**config.mk**
```make
export PLATFORM = sky130hd
export DESIGN_NAME = flash_load_scheduler
export DESIGN_NICKNAME = d
export VERILOG_FILES = /design/src/rtl/flash_load_scheduler.sv
export SDC_FILE = /design/constraint.sdc
export NUM_CORES = 1
export LEC_CHECK = 0
export CELL_PAD_IN_SITES_DETAIL_PLACEMENT = 0
export CELL_PAD_IN_SITES_GLOBAL_PLACEMENT = 1
export CORE_ASPECT_RATIO = 1.2
export CORE_UTILIZATION = 30
export DETAILED_ROUTE_END_ITERATION = 16
export MAX_ROUTING_LAYER = met4
export PLACE_DENSITY_LB_ADDON = 0.2
export REMOVE_ABC_BUFFERS = 1
export SLEW_MARGIN = 20
export SYNTH_ARGS = -nofsm -noshare
export SYNTH_HDL_FRONTEND = slang
export SYNTH_SLANG_ARGS = --single-unit
```
**constraint.sdc**
```tcl
create_clock -name CLK -period 1.8 [get_ports CLK]
set_input_delay 0.18 -clock CLK [delete_from_list [all_inputs] [get_ports CLK]]
set_output_delay 0.18 -clock CLK [all_outputs]
set_load 0.02 [all_outputs]
```
**src/rtl/flash_load_scheduler.sv**
```systemverilog
// flash_load_scheduler: wakes the SPI flash after reset, then arbitrates two
// load clients round-robin and programs the flash DMA engine for each grant.
// A watchdog moves the block into a sticky FAULT state on a hung IRQ wait.
module flash_load_scheduler #(
    parameter int unsigned WAKE_ON_RESET  = 1,
    parameter logic [23:0] TIMEOUT_CYCLES = 24'hFFFFFF
) (
    input  logic        CLK,
    input  logic        RST,
    input  logic        req0_valid,
    output logic        req0_ready,
    input  logic [22:0] req0_flash_addr,
    input  logic [15:0] req0_mem_addr,
    input  logic [15:0] req0_count,
    input  logic        req1_valid,
    output logic        req1_ready,
    input  logic [22:0] req1_flash_addr,
    input  logic [15:0] req1_mem_addr,
    input  logic [15:0] req1_count,
    output logic        done0,
    output logic        done1,
    output logic        busy,
    output logic        fault,
    output logic [3:0]  FL_ADDRESS,
    output logic [15:0] FL_DATA_OUT,
    output logic        FL_WR,
    input  logic        FL_IRQ
);

    localparam logic [3:0] S_WAKE_WR   = 4'd0;
    localparam logic [3:0] S_WAKE_WAIT = 4'd1;
    localparam logic [3:0] S_IDLE      = 4'd2;
    localparam logic [3:0] S_WR_ALO    = 4'd3;
    localparam logic [3:0] S_WR_AHI    = 4'd4;
    localparam logic [3:0] S_WR_DMAA   = 4'd5;
    localparam logic [3:0] S_WR_DMAC   = 4'd6;
    localparam logic [3:0] S_WR_GO     = 4'd7;
    localparam logic [3:0] S_WAIT_IRQ  = 4'd8;
    localparam logic [3:0] S_COMPLETE  = 4'd9;
    localparam logic [3:0] S_FAULT     = 4'd10;
    localparam logic [3:0] S_RESET     = (WAKE_ON_RESET != 0) ? S_WAKE_WR : S_IDLE;

    logic [3:0]  r_state;
    logic [3:0]  w_next_state;
    logic [23:0] r_wdog;
    logic        r_last_grant;
    logic        r_owner;
    logic [22:0] r_flash_addr;
    logic [15:0] r_mem_addr;
    logic [15:0] r_count;
    logic        w_grant_vld;
    logic        w_grant_id;
    logic        w_timeout;
    logic        w_wait_state;

    assign w_wait_state = (r_state == S_WAKE_WAIT) || (r_state == S_WAIT_IRQ);
    assign w_timeout    = (r_wdog == (TIMEOUT_CYCLES - 24'd1));

    // Round-robin grant, only offered while idle and out of reset
    always_comb begin
        w_grant_vld = 1'b0;
        w_grant_id  = 1'b0;
        if ((r_state == S_IDLE) && !RST) begin
            if (req0_valid && req1_valid) begin
                w_grant_vld = 1'b1;
                w_grant_id  = ~r_last_grant;
            end else if (req0_valid) begin
                w_grant_vld = 1'b1;
                w_grant_id  = 1'b0;
            end else if (req1_valid) begin
                w_grant_vld = 1'b1;
                w_grant_id  = 1'b1;
            end
        end
    end

    // Next-state decode; an IRQ in the timeout cycle takes priority over FAULT
    always_comb begin
        w_next_state = r_state;
        case (r_state)
            S_WAKE_WR:   w_next_state = S_WAKE_WAIT;
            S_WAKE_WAIT: begin
                if (FL_IRQ)         w_next_state = S_IDLE;
                else if (w_timeout) w_next_state = S_FAULT;
            end
            S_IDLE:      if (w_grant_vld) w_next_state = S_WR_ALO;
            S_WR_ALO:    w_next_state = S_WR_AHI;
            S_WR_AHI:    w_next_state = S_WR_DMAA;
            S_WR_DMAA:   w_next_state = S_WR_DMAC;
            S_WR_DMAC:   w_next_state = S_WR_GO;
            S_WR_GO:     w_next_state = S_WAIT_IRQ;
            S_WAIT_IRQ: begin
                if (FL_IRQ)         w_next_state = S_COMPLETE;
                else if (w_timeout) w_next_state = S_FAULT;
            end
            S_COMPLETE:  w_next_state = S_IDLE;
            S_FAULT:     w_next_state = S_FAULT;
            default:     w_next_state = S_RESET;
        endcase
    end

    // State register
    always_ff @(posedge CLK) begin
        if (RST) r_state <= S_RESET;
        else     r_state <= w_next_state;
    end

    // Watchdog: cleared on entry to a wait state, counts while waiting
    always_ff @(posedge CLK) begin
        if (RST) begin
            r_wdog <= 24'd0;
        end else if (!w_wait_state) begin
            r_wdog <= 24'd0;
        end else begin
            r_wdog <= r_wdog + 24'd1;
        end
    end

    // Capture the granted request and remember who was served last
    always_ff @(posedge CLK) begin
        if (RST) begin
            r_last_grant <= 1'b1;
            r_owner      <= 1'b0;
            r_flash_addr <= 23'd0;
            r_mem_addr   <= 16'd0;
            r_count      <= 16'd0;
        end else if (w_grant_vld) begin
            r_last_grant <= w_grant_id;
            r_owner      <= w_grant_id;
            r_flash_addr <= w_grant_id ? req1_flash_addr : req0_flash_addr;
            r_mem_addr   <= w_grant_id ? req1_mem_addr   : req0_mem_addr;
            r_count      <= w_grant_id ? req1_count      : req0_count;
        end
    end

    // Output decode from the state register; everything held low in reset
    always_comb begin
        FL_WR       = 1'b0;
        FL_ADDRESS  = 4'd0;
        FL_DATA_OUT = 16'd0;
        done0       = 1'b0;
        done1       = 1'b0;
        busy        = (r_state != S_IDLE);
        fault       = (r_state == S_FAULT);
        req0_ready  = w_grant_vld && !w_grant_id;
        req1_ready  = w_grant_vld &&  w_grant_id;
        case (r_state)
            S_WAKE_WR: begin
                FL_WR = 1'b1; FL_ADDRESS = 4'd2; FL_DATA_OUT = 16'h0002;
            end
            S_WR_ALO: begin
                FL_WR = 1'b1; FL_ADDRESS = 4'd0; FL_DATA_OUT = r_flash_addr[15:0];
            end
            S_WR_AHI: begin
                FL_WR = 1'b1; FL_ADDRESS = 4'd1; FL_DATA_OUT = {9'd0, r_flash_addr[22:16]};
            end
            S_WR_DMAA: begin
                FL_WR = 1'b1; FL_ADDRESS = 4'd5; FL_DATA_OUT = r_mem_addr;
            end
            S_WR_DMAC: begin
                FL_WR = 1'b1; FL_ADDRESS = 4'd6; FL_DATA_OUT = r_count;
            end
            S_WR_GO: begin
                FL_WR = 1'b1; FL_ADDRESS = 4'd2; FL_DATA_OUT = 16'h0001;
            end
            S_COMPLETE: begin
                done0 = !r_owner;
                done1 =  r_owner;
            end
            default: ;
        endcase
        if (RST) begin
            FL_WR       = 1'b0;
            FL_ADDRESS  = 4'd0;
            FL_DATA_OUT = 16'd0;
            done0       = 1'b0;
            done1       = 1'b0;
            busy        = 1'b0;
            fault       = 1'b0;
            req0_ready  = 1'b0;
            req1_ready  = 1'b0;
        end
    end

endmodule

```
# After elaboration in Yosys (flattened, before gate mapping)
# Index checks and enable logic that the tools add are counted.
# totals
input_bits,115
regBits,85
out_inout_bits,27
# op_classes
reduce_logical,12
bitwise_logic,2
addsub,1
n_eq_ne,13
mux,29
# op_table
cell,n
case mux 16 bit (6 select lines),1
two-way mux 16 bit,3
case mux 4 bit (11 select lines),1
adder 24 x 1 -> 24 bit (second input constant),1
equality test 24 bit (second input constant),1
two-way mux 23 bit,1
two-way mux 4 bit,5
two-way mux 1 bit,17
equality test 4 x 3 -> 1 bit (second input constant),4
equality test 4 bit (second input constant),3
case mux 3 bit (4 select lines),1
equality test 4 x 2 -> 1 bit (second input constant),2
OR reduction 6 bit,1
equality test 4 x 1 -> 1 bit (second input constant),1
logical AND 1 bit,4
logical NOT 4 bit,1
!= test 4 x 2 -> 1 bit (second input constant),1
OR reduction 2 bit,2
logical NOT 1 bit,3
!= test 2 bit (second input constant),1
inverter 1 bit,2
logical OR 1 bit,1

# Longest topological paths before layout
# depth
word_depth,7
depth_mapped,7
mapped_depth_nobuf,5

# Worst setup path before layout
# Ideal clock, no wire load.
# synth_timing
kind,register to output
startpoint,register r_state[3]
endpoint,output FL_DATA_OUT[6]
n_path_buf,2
path_slack_ns,-0.323
stages_incl_launch_ff,6
arrival_ns,1.943
cell_sequence,dfxtp_1 buf_2 nor4b_1 clkbuf_1 a22oi_1 a21oi_1
# synth_via
elab_chain_len,3
# synth_rtl
item,line_no,rtl
"start, declared",43,logic [3:0] r_state;
"start signal, assigned",105,else r_state <= w_next_state;
"equality test 4 x 3 -> 1 bit, or another cell as far along",147,case (r_state)
case mux 16 bit (6 select lines) *,147,
two-way mux 16 bit *,172,if (RST) begin
"end, declared",25,"output logic [15:0] FL_DATA_OUT,"
# Every way passes the cells marked *; elsewhere a longest branch is shown, timed or not.

# Worst setup path in the final report
# layout_timing
startpoint,register r_state[2]
endpoint,output FL_DATA_OUT[1]
# Same word-level chain as after synthesis.

==> results.sh <==
export IMPL_status="finished with violations"
export IMPL_violations="setup timing"
export IMPL_yosysWarnings=0
export IMPL_port_buffers=140
export IMPL_crit_chain="buf_12, nor4b_4, buf_6, a222oi_1, a21oi_1, buf_4"
export IMPL_crit_slowest_cell="dfxtp_4"
export IMPL_cts_buffer_depth=2
export IMPL_cp_top_family="buffers and inverters"
export IMPL_comb_power_share_pct=23.7
export IMPL_cts_max_level=3
export IMPL_final_setup_skew_ns=0.0108
export IMPL_die_h_um=128
export IMPL_hold_viol_final=0
export IMPL_final_setup_worst_slack_ns=-0.218
export IMPL_die_area_um2=13700
export IMPL_area_delta_synth_final_pct=78.6
export IMPL_pre_cts_ws_ns=-0.342
export IMPL_clk_insertion_delay_late_ns=0.34
export IMPL_dp_hpwl_mm=9.21
export IMPL_internal_power_mw=3.83
export IMPL_cts_tree="done"
export IMPL_cap_violations=0
export IMPL_clkSlewWorstSetupHoldPaths_ns=0.06
export IMPL_first_global_vias=4333
export IMPL_coreArea_um2=12800
export IMPL_pin_count=142
export IMPL_num_rows=45
export IMPL_leakagePower_nw=2.73
export IMPL_cp_max_fo=7
export IMPL_synthesis_area_um2=3960
export IMPL_fillerInstances=1119
export IMPL_cts_root_buf="clkbuf_16"
export IMPL_drive_gt1_share_pct=34.5
export IMPL_vias=4299
export IMPL_drc=0
export IMPL_rrSetupSlack_ns=-0.16
export IMPL_ys_ff_latch=85
export IMPL_path_buf_inv=3
export IMPL_start_kind="flip-flop"
export IMPL_swShare_pct=25.6
export IMPL_synth_ff_type="dfxtp_1"
export IMPL_clkPwrFrac_pct=36.7
export IMPL_fin_crit_ns=2.02
export IMPL_ant_nets=0
export IMPL_max_freq_mhz=495
export IMPL_synth_distinct_cells=44
export IMPL_seqPwrFrac_pct=39.6
export IMPL_fin_nets=746
export IMPL_dp_cells=752
export IMPL_rsz0062_at_grt="true"
export IMPL_post_route_period_util_pct=112
export IMPL_stdcell_count=798
export IMPL_routed_wl_mm=14.6
export IMPL_die_width_um=107
export IMPL_synthCells=430
export IMPL_crit_type="reg2out"
export IMPL_gr_total_overflow=0
export IMPL_antenna_found_initial=0
export IMPL_end_kind="primary output"
export IMPL_cts_sinks=85
export IMPL_globalplace_congestion=0.834
export IMPL_firstDrtPassIters=5
export IMPL_ys_seq_area_share_pct=42.9
export IMPL_slew_violations=0
export IMPL_synth_edff_count=0
export IMPL_start_util_pct=31.0
export IMPL_syn_avg_cell_area_um2=9.22
export IMPL_synthArstFlopShare_pct=0
export IMPL_required_ns=1.62
export IMPL_powerDensity_nw_per_um2=727
export IMPL_antenna_cells=0
export IMPL_holdCritPathClass="in2reg"
export IMPL_ir_drop_mv=0.433
export IMPL_drt_iter0_markers=219
export IMPL_setup_viol=73
export IMPL_stdcell_area_um2=7080
export IMPL_netSwitchingPower_mw=1.32
export IMPL_viasPerCell=5.39
export IMPL_grt_max_degree=37
export IMPL_utilization_pct=55.4
export IMPL_drt_wirelength_per_cell_um=18.3
export IMPL_gr_usage_all_layers_pct=22.2
export IMPL_critPathMaxStageDelay_ns=0.36
export IMPL_arrival_ns=1.84
export IMPL_placed_area_um2=5980
export IMPL_tns_ns=-6.79
export IMPL_cts_buffers_inserted=9
export IMPL_power_mw=5.15
export IMPL_grt_pass1_wl_mm=22.6
export IMPL_hold_slack_ns=0.438
==> timing repair <==
action / CTS / global route
resized for setup: 207 / 63
cloned: 11 / 1
hold buffers: 0 / 0
endpoints found under the setup margin: 72 / 90
pin swaps: 50 / 43
setup buffers: 18 / 4
==> Yosys cell counts (2+ instances only) <==
| library cell | number | area (µm²) |
|---|---|---|
| o21ai_0 | 10 | 50.1 |
| nor3_1 | 11 | 55.1 |
| nor2b_1 | 4 | 25.0 |
| o21ai_1 | 2 | 10.0 |
| and3_1 | 3 | 18.8 |
| xor2_1 | 8 | 70.1 |
| nand2_1 | 15 | 56.3 |
| nand3_1 | 13 | 65.1 |
| and4_1 | 3 | 26.3 |
| buf_2 | 9 | 45.0 |
| a221o_1 | 55 | 551 |
| nand4_1 | 8 | 50.1 |
| or3_1 | 8 | 50.1 |
| a22oi_1 | 11 | 82.6 |
| nor4b_1 | 2 | 17.5 |
| a222oi_1 | 11 | 110 |
| ha_1 | 2 | 25.0 |
| a21oi_1 | 21 | 105 |
| o31ai_1 | 3 | 22.5 |
| nor2_1 | 33 | 124 |
| dfxtp_1 | 85 | 1700 |
| xnor2_1 | 7 | 61.3 |
| and2_1 | 32 | 200 |
| buf_1 | 3 | 11.3 |
| inv_1 | 6 | 22.5 |
| or4_1 | 5 | 37.5 |
| and2_0 | 23 | 144 |
| clkbuf_1 | 21 | 78.8 |
==> cell type report <==
type                       instances  area (µm²)  share of cell area [%]
multi-input combinational        306        2460                    34.8
timing repair buffer             221        2360                    33.3
sequential                        85        1730                    24.4
clock buffer                      11         243                    3.43
tap                              164         205                    2.90
clock inverter                     5        57.6                   0.813
inverter                           6        25.0                   0.354
==> logic make-up (layout without fill, tap and decap cells) <==
group                      after synthesis  count (layout)  synth area share, %
DFF                                     85              85                 42.9
AOI/OAI and AO/OA                      119             119                 24.7
xor gates and xnor gates                15              15                 3.32
other                                    1               1               0.0946
and+or+nand+nor                        168             169                 24.2
adders and majority gates                2               2                0.631
buffers and inverters                   40             243                 4.17
==> sequential cells by signal, indices dropped and copies added (netlist names) <==
name	flops
r_wdog	24
r_flash_addr	23
r_count	16
r_mem_addr	16
r_state	4
r_last_grant	1
r_owner	1
==> worst reg2reg max path, stage by stage (launching register included) <==
cell	delay (ns)
dfxtp_4	0.37
buf_8	0.15
nor4b_4	0.22
buf_4	0.19
buf_6	0.11
a21oi_4	0.12
buf_12	0.17
buf_16	0.13
and2_4	0.15
a221o_1	0.26
==> worst paths after layout <==
| path | startpoint | endpoint | depth (start not counted) |
|---|---|---|---|
| setup / recovery | r_state[2]$_SDFFE_PP0P_ | FL_DATA_OUT[1] | 6 |
| hold reg to reg | r_wdog[22]$_SDFF_PP0_ | r_wdog[22]$_SDFF_PP0_ | 2 |
| setup reg to reg | r_state[1]$_SDFFE_PP0P_ | r_mem_addr[0]$_SDFFE_PP0P_ | 9 |
| hold / removal | req1_mem_addr[7] | r_mem_addr[7]$_SDFFE_PP0P_ | 2 |
==> layer usage <==
metal	part of all wire [%]	wire, µm	track usage (%)
met2	50	7330	37.4
met5	0	0	-
met4	1.4	204	7.01
met1	43	6270	27.1
met3	5.6	817	3.66
==> layout by cell type, fill, tap and decap left out, drive strengths merged, types with 2 or more instances in the layout <==
cell type      instances
a21oi                 21
a221o                 55
a222oi                11
a22oi                 11
and2                  55
and3                   3
and4                   3
buf                  103
bufbuf                 3
clkbuf                12
clkdlybuf4s50        114
clkinv                 3
dfxtp                 85
ha                     2
inv                    7
nand2                 15
nand3                 13
nand4                  9
nor2                  33
nor2b                  4
nor3                  11
nor4b                  4
o21ai                 12
o31ai                  3
or3                    8
or4                    6
xnor2                  7
xor2                   8
==> power by group through the flow <==
stage          Clock [mW]  Sequential [mW]  Combinational, mW
2_1_floorplan           0             2.06              0.265
3_3_place_gp            0             2.05              0.876
3_5_place_dp            0             2.05              0.886
4_1_cts              1.93             2.03               1.16
5_1_grt              2.01             2.05               1.29
6_report             1.89             2.04               1.22
Note: power is estimated with default switching activity, not from simulation.
